--- src/rtl/product_accumulator_pkg.sv ---
// Shared parameters and types for the product accumulator.
// Product width matches the 4x4 array multiplier output.
package product_accumulator_pkg;

    localparam int PROD_W = 8;
    localparam int COUNT  = 4;

    // Widened so COUNT full-scale products can never wrap.
    localparam int ACC_W = PROD_W + $clog2(COUNT);
    localparam int CNT_W = (COUNT > 1) ? $clog2(COUNT) : 1;

    typedef enum logic {
        ACCUM = 1'b0,
        DONE  = 1'b1
    } acc_state_e;

endpackage

--- src/rtl/product_accumulator_if.sv ---
// Valid/ready bundle: product stream in, dot-product result out.
// The master side is the producer/consumer surrounding the block.
interface product_accumulator_if;
    import product_accumulator_pkg::*;

    logic              in_valid;
    logic              in_ready;
    logic [PROD_W-1:0] p_in;
    logic              out_valid;
    logic              out_ready;
    logic [ACC_W-1:0]  acc_out;

    modport master (
        output in_valid,
        output p_in,
        output out_ready,
        input  in_ready,
        input  out_valid,
        input  acc_out
    );

    modport slave (
        input  in_valid,
        input  p_in,
        input  out_ready,
        output in_ready,
        output out_valid,
        output acc_out
    );

endinterface

--- src/rtl/product_accumulator.sv ---
// Sums COUNT consecutive multiplier products into one result.
// Two-state FSM: ACCUM collects products, DONE presents the sum.
module product_accumulator
    import product_accumulator_pkg::*;
(
    input  logic                  clk,
    input  logic                  rst,
    input  logic                  ena,
    input  logic                  clear,
    output logic                  busy,
    product_accumulator_if.slave  bus
);

    acc_state_e       state;
    logic [CNT_W-1:0] cnt;
    logic [ACC_W-1:0] acc;
    logic [ACC_W-1:0] acc_out_q;
    logic             out_valid_q;

    logic [ACC_W-1:0] p_ext;
    logic [ACC_W-1:0] acc_sum;
    logic             last;
    logic             first;

    assign p_ext   = ACC_W'(bus.p_in);
    assign acc_sum = acc + p_ext;
    assign first   = (cnt == '0);
    assign last    = (cnt == CNT_W'(COUNT - 1));

    assign bus.in_ready  = (state == ACCUM);
    assign bus.out_valid = out_valid_q;
    assign bus.acc_out   = acc_out_q;
    assign busy          = (state == ACCUM) && !first;

    always_ff @(posedge clk or posedge rst) begin
        if (rst) begin
            state       <= ACCUM;
            cnt         <= '0;
            acc         <= '0;
            acc_out_q   <= '0;
            out_valid_q <= 1'b0;
        end else if (ena) begin
            // clear wins over any transfer; acc_out keeps the old result
            if (clear) begin
                state       <= ACCUM;
                cnt         <= '0;
                acc         <= '0;
                out_valid_q <= 1'b0;
            end else begin
                unique case (state)
                    ACCUM: begin
                        if (bus.in_valid) begin
                            acc <= first ? p_ext : acc_sum;
                            if (last) begin
                                acc_out_q   <= acc_sum;
                                cnt         <= '0;
                                out_valid_q <= 1'b1;
                                state       <= DONE;
                            end else begin
                                cnt <= cnt + CNT_W'(1);
                            end
                        end
                    end
                    DONE: begin
                        if (bus.out_ready) begin
                            out_valid_q <= 1'b0;
                            state       <= ACCUM;
                        end
                    end
                    default: state <= ACCUM;
                endcase
            end
        end
    end

endmodule

--- src/flat_wrapper.sv ---
// flat-port wrapper written by rule: the top's interface ports become plain ports
module product_accumulator_flat import product_accumulator_pkg::*;
  (clk, rst, ena, clear, busy, bus_in_valid, bus_p_in, bus_out_ready, bus_in_ready, bus_out_valid, bus_acc_out);
  product_accumulator_if bus_i ();
  input  logic clk;
  input  logic rst;
  input  logic ena;
  input  logic clear;
  output logic busy;
  input wire logic [$bits(bus_i.in_valid)-1:0] bus_in_valid;
  input wire logic [$bits(bus_i.p_in)-1:0] bus_p_in;
  input wire logic [$bits(bus_i.out_ready)-1:0] bus_out_ready;
  output wire logic [$bits(bus_i.in_ready)-1:0] bus_in_ready;
  output wire logic [$bits(bus_i.out_valid)-1:0] bus_out_valid;
  output wire logic [$bits(bus_i.acc_out)-1:0] bus_acc_out;
  assign bus_i.in_valid = bus_in_valid;
  assign bus_i.p_in = bus_p_in;
  assign bus_i.out_ready = bus_out_ready;
  assign bus_in_ready = bus_i.in_ready;
  assign bus_out_valid = bus_i.out_valid;
  assign bus_acc_out = bus_i.acc_out;
  product_accumulator u_core (.clk(clk), .rst(rst), .ena(ena), .clear(clear), .busy(busy), .bus(bus_i));
endmodule
--- config.mk ---
export PLATFORM = sky130hd
export DESIGN_NAME = product_accumulator_flat
export DESIGN_NICKNAME = d
export VERILOG_FILES = /design/src/rtl/product_accumulator_pkg.sv /design/src/rtl/product_accumulator_if.sv /design/src/rtl/product_accumulator.sv /design/src/flat_wrapper.sv
export SDC_FILE = /design/constraint.sdc
export NUM_CORES = 1
export LEC_CHECK = 0
export CAP_MARGIN = 30
export CORE_ASPECT_RATIO = 0.8
export CORE_MARGIN = 2
export CORE_UTILIZATION = 51
export DETAILED_ROUTE_END_ITERATION = 8
export PLACE_DENSITY = 0.79
export SYNTH_ARGS = -nofsm -noshare
export SYNTH_HDL_FRONTEND = slang
export SYNTH_SLANG_ARGS = --single-unit
--- constraint.sdc ---
create_clock -name clk -period 2.5 [get_ports clk]
set_input_delay 0.5 -clock clk [delete_from_list [all_inputs] [get_ports clk]]
set_output_delay 0.5 -clock clk [all_outputs]
set_load 0.01 [all_outputs]
==> results of run 1 <==
[synthesized netlist by cell type (all sizes together)]
library cell	instances	area (sq um)
xor2	4	35.0
a32oi	5	43.8
nand2	23	86.3
nand2b	2	12.5
a21o	1	7.51
buf	2	10.0
a211oi	2	15.0
xnor2	4	35.0
o211ai	1	7.51
and3b	1	8.76
or4	2	15.0
ha	10	125
nand4b	2	17.5
inv	5	18.8
nand3	4	20.0
a21oi	7	35.0
nor2	8	30.0
fa	1	20.0
or3	2	12.5
o31ai	1	7.51
or2	2	12.5
a22o	1	8.76
mux2	2	22.5
clkbuf	4	15.0
o21ai	24	120
nand3b	1	7.51
nor4	1	6.26
mux2i	2	20.0
dfrtp	24	601
nor2b	1	6.26
a31o	1	8.76
[worst min-delay path, stage by stage (launching register included)]
cell and delay (ps):
dfrtp_1 360, nand2_1 40, o21ai_0 60
[sequential cells by signal, indices dropped and copies added (netlist names)]
name                  flops
u_core.state              1
u_core.bus.acc_out       10
u_core.acc               10
u_core.bus.out_valid      1
u_core.cnt                2
[worst paths after layout]
path	startpoint	endpoint	slack, ps	cells after the start
worst max-delay path	bus_p_in[0]	u_core.bus.acc_out[6]$_DFFE_PP0P_	270	9
worst min-delay path	u_core.bus.acc_out[7]$_DFFE_PP0P_	u_core.bus.acc_out[7]$_DFFE_PP0P_	490	2
worst max register to register	u_core.acc[0]$_DFFE_PP0P_	u_core.bus.acc_out[6]$_DFFE_PP0P_	500	8
worst min register to register	u_core.bus.acc_out[7]$_DFFE_PP0P_	u_core.bus.acc_out[7]$_DFFE_PP0P_	490	2
max in group asynchronous	rst	u_core.cnt[0]$_DFFE_PP0P_	1420	3
min in group asynchronous	rst	u_core.bus.acc_out[9]$_DFFE_PP0P_	510	2
[logic make-up (layout without fill, tap and decap cells)]
group	after synthesis	in the layout	synth area share [%]
AO/OA/AOI/OAI	43	43	18.3
XOR/XNOR	8	8	5.04
adder cells (fa/ha/maj)	11	11	10.4
buffers and inverters	11	46	3.15
flip-flops	24	24	43.2
multiplexers	4	4	3.06
AND/OR/NAND/NOR	49	49	16.9
[final cells by class]
| cell class | instances | area [sq um] | area share [%] |
|---|---|---|---|
| Multi-Input combinational cell | 115 | 747 | 41.9 |
| Sequential cell | 24 | 601 | 33.7 |
| Timing Repair Buffer | 38 | 350 | 19.6 |
| Tap cell | 36 | 45.0 | 2.52 |
| Clock buffer | 3 | 22.5 | 1.26 |
| Inverter | 5 | 18.8 | 1.05 |
[through the flow]
stage	setup TNS, ps	std cells	total power, mW
floorplan	0	150	0.657
global placement	-4.19	218	0.787
detailed placement	-92.6	218	0.800
CTS	0	221	0.967
global route	0	221	1.03
finish	0	221	0.962
[layout by cell type (no fill, tap or decap), types with 2 or more instances in the layout]
cell	count
dfrtp_1	24
nand2_1	23
inv_1	5
clkdlybuf4s50_1	26
clkbuf_4	3
nand4b_1	2
xor2_1	4
or3_1	2
or2_2	2
a211oi_1	2
or4_1	2
a21oi_1	7
mux2_2	2
nand3_1	4
mux2i_1	2
o21ai_0	24
nor2_1	8
a32oi_1	5
xnor2_1	4
ha_1	10
buf_4	12
nand2b_1	2
[metal layers]
layer  up-vias  track usage (%)
met5         -                0
met4         0             6.67
met3         8             4.71
met2        31             36.8
met1       580             27.9
li1        603                -
[power breakdown]
part,switching (mW),internal (mW)
registers,0.0227,0.426
clock network,0.110,0.0565
logic,0.170,0.176
total,0.303,0.659
==> results.sh, run 1 <==
export IMPL_met3_length_microns=125
export IMPL_tightest_slew_ps=549
export IMPL_antennaDiodeCount=0
export IMPL_cp_cell_sequence="clkdlybuf4s50_1 > ha_1 > fa_1 > a211oi_1 > nor2_1 > o21ai_0 > buf_4 > xor2_1 > o21ai_0"
export IMPL_wl_met2_microns=1410
export IMPL_synth_area_sq_um=1390
export IMPL_wl_met1_microns=1460
export IMPL_p_leak_nw=0.815
export IMPL_fin_util_pct=70.7
export IMPL_grt_max_degree=16
export IMPL_rows=16
export IMPL_rsz0062_at_grt="false"
export IMPL_cts_buffer_depth=2
export IMPL_route_detailed_drc=0
export IMPL_fin_hold_ws_ps=493
export IMPL_fin_ws_ps=266
export IMPL_crit_family="adder cells"
export IMPL_core_area_sq_um=2520
export IMPL_post_cts_buffers=0
export IMPL_hp_class="reg -> reg"
export IMPL_seq_area_frac_synth_pct=43.2
export IMPL_grt_pass1_vias=1155
export IMPL_maxSlewHeadroom_pct=63.4
export IMPL_die_y_microns=50.7
export IMPL_postCtsResizedCells=0
export IMPL_syn_area_per_cell_sq_um=9.28
export IMPL_endpoint_kind="flop"
export IMPL_ys_warnings_count=0
export IMPL_crit_top_cell="o21ai_0"
export IMPL_firstDrtPassIters=4
export IMPL_setup_violations=0
export IMPL_nets=212
export IMPL_cts_sinks=24
export IMPL_top_layer="met4"
export IMPL_max_freq_mhz=448
export IMPL_ctsHtreeMaxLevel=1
export IMPL_cp_data_required_time_ps=2720
export IMPL_cts_hold_buffers=0
export IMPL_fillers=227
export IMPL_crit_path_top_delay_cell="clkdlybuf4s50_1"
export IMPL_area_growth_syn_to_layout_pct=28.2
export IMPL_place_ws_ps=-59.4
export IMPL_crit_type="in -> reg"
export IMPL_wl_microns=3060
export IMPL_cts_made_buffers=3
export IMPL_synthDistinctLibCells=31
export IMPL_drive_gt1_share_pct=10.3
export IMPL_avgRoutedWirePerCell_microns=13.9
export IMPL_cts_root_buf="clkbuf_4"
export IMPL_vdd_drop_max_v=0.000332
export IMPL_crit_buf_inv=2
export IMPL_period_minus_slack_ps=2230
export IMPL_synthCells=150
export IMPL_numPortBuffers=26
export IMPL_fin_skew_ps=8.37
export IMPL_path_clk_slew_ps=120
export IMPL_cp_start_kind="input port"
export IMPL_die_w_microns=62.4
export IMPL_ios=27
export IMPL_yosys_register_bits=24
export IMPL_power_density_nw_per_um2=539
export IMPL_slew_viol_final=0
export IMPL_path_max_fanout=3
export IMPL_vias=1222
export IMPL_status="finished, final reports clean"
export IMPL_final_area_sq_um=1780
export IMPL_dp_hpwl_microns=2380
export IMPL_drv_cap=0
export IMPL_grt_antenna_before_repair=0
export IMPL_viasPerCell=5.53
export IMPL_cp_arrival_ps=2450
export IMPL_dpl_cell_area_sq_um=1760
export IMPL_gp_congestion=0.851
export IMPL_initial_core_util_pct=55.2
export IMPL_synth_nets=175
export IMPL_grt_overflow_total=0
export IMPL_drt_antenna_violating_nets=0
export IMPL_grt_usage_pct=21.6
export IMPL_cpPeakStageDelay_ps=420
export IMPL_drtIter0Drc=65
export IMPL_cts_tree="yes"
export IMPL_die_area_sq_um=3160
export IMPL_period_share_pct=89.4
export IMPL_hold_viol=0
export IMPL_grt_pass1_wl_microns=5280
export IMPL_clkLatencyLatePin_ps=320
Note: power is estimated with default switching activity, not from simulation.
==> run 2: changes to the inputs <==
- ABC_CLOCK_PERIOD_IN_PS: unset -> 2500
==> results of run 2 <==
No change in the layout: final DEF, timing and power equal those of run 1.
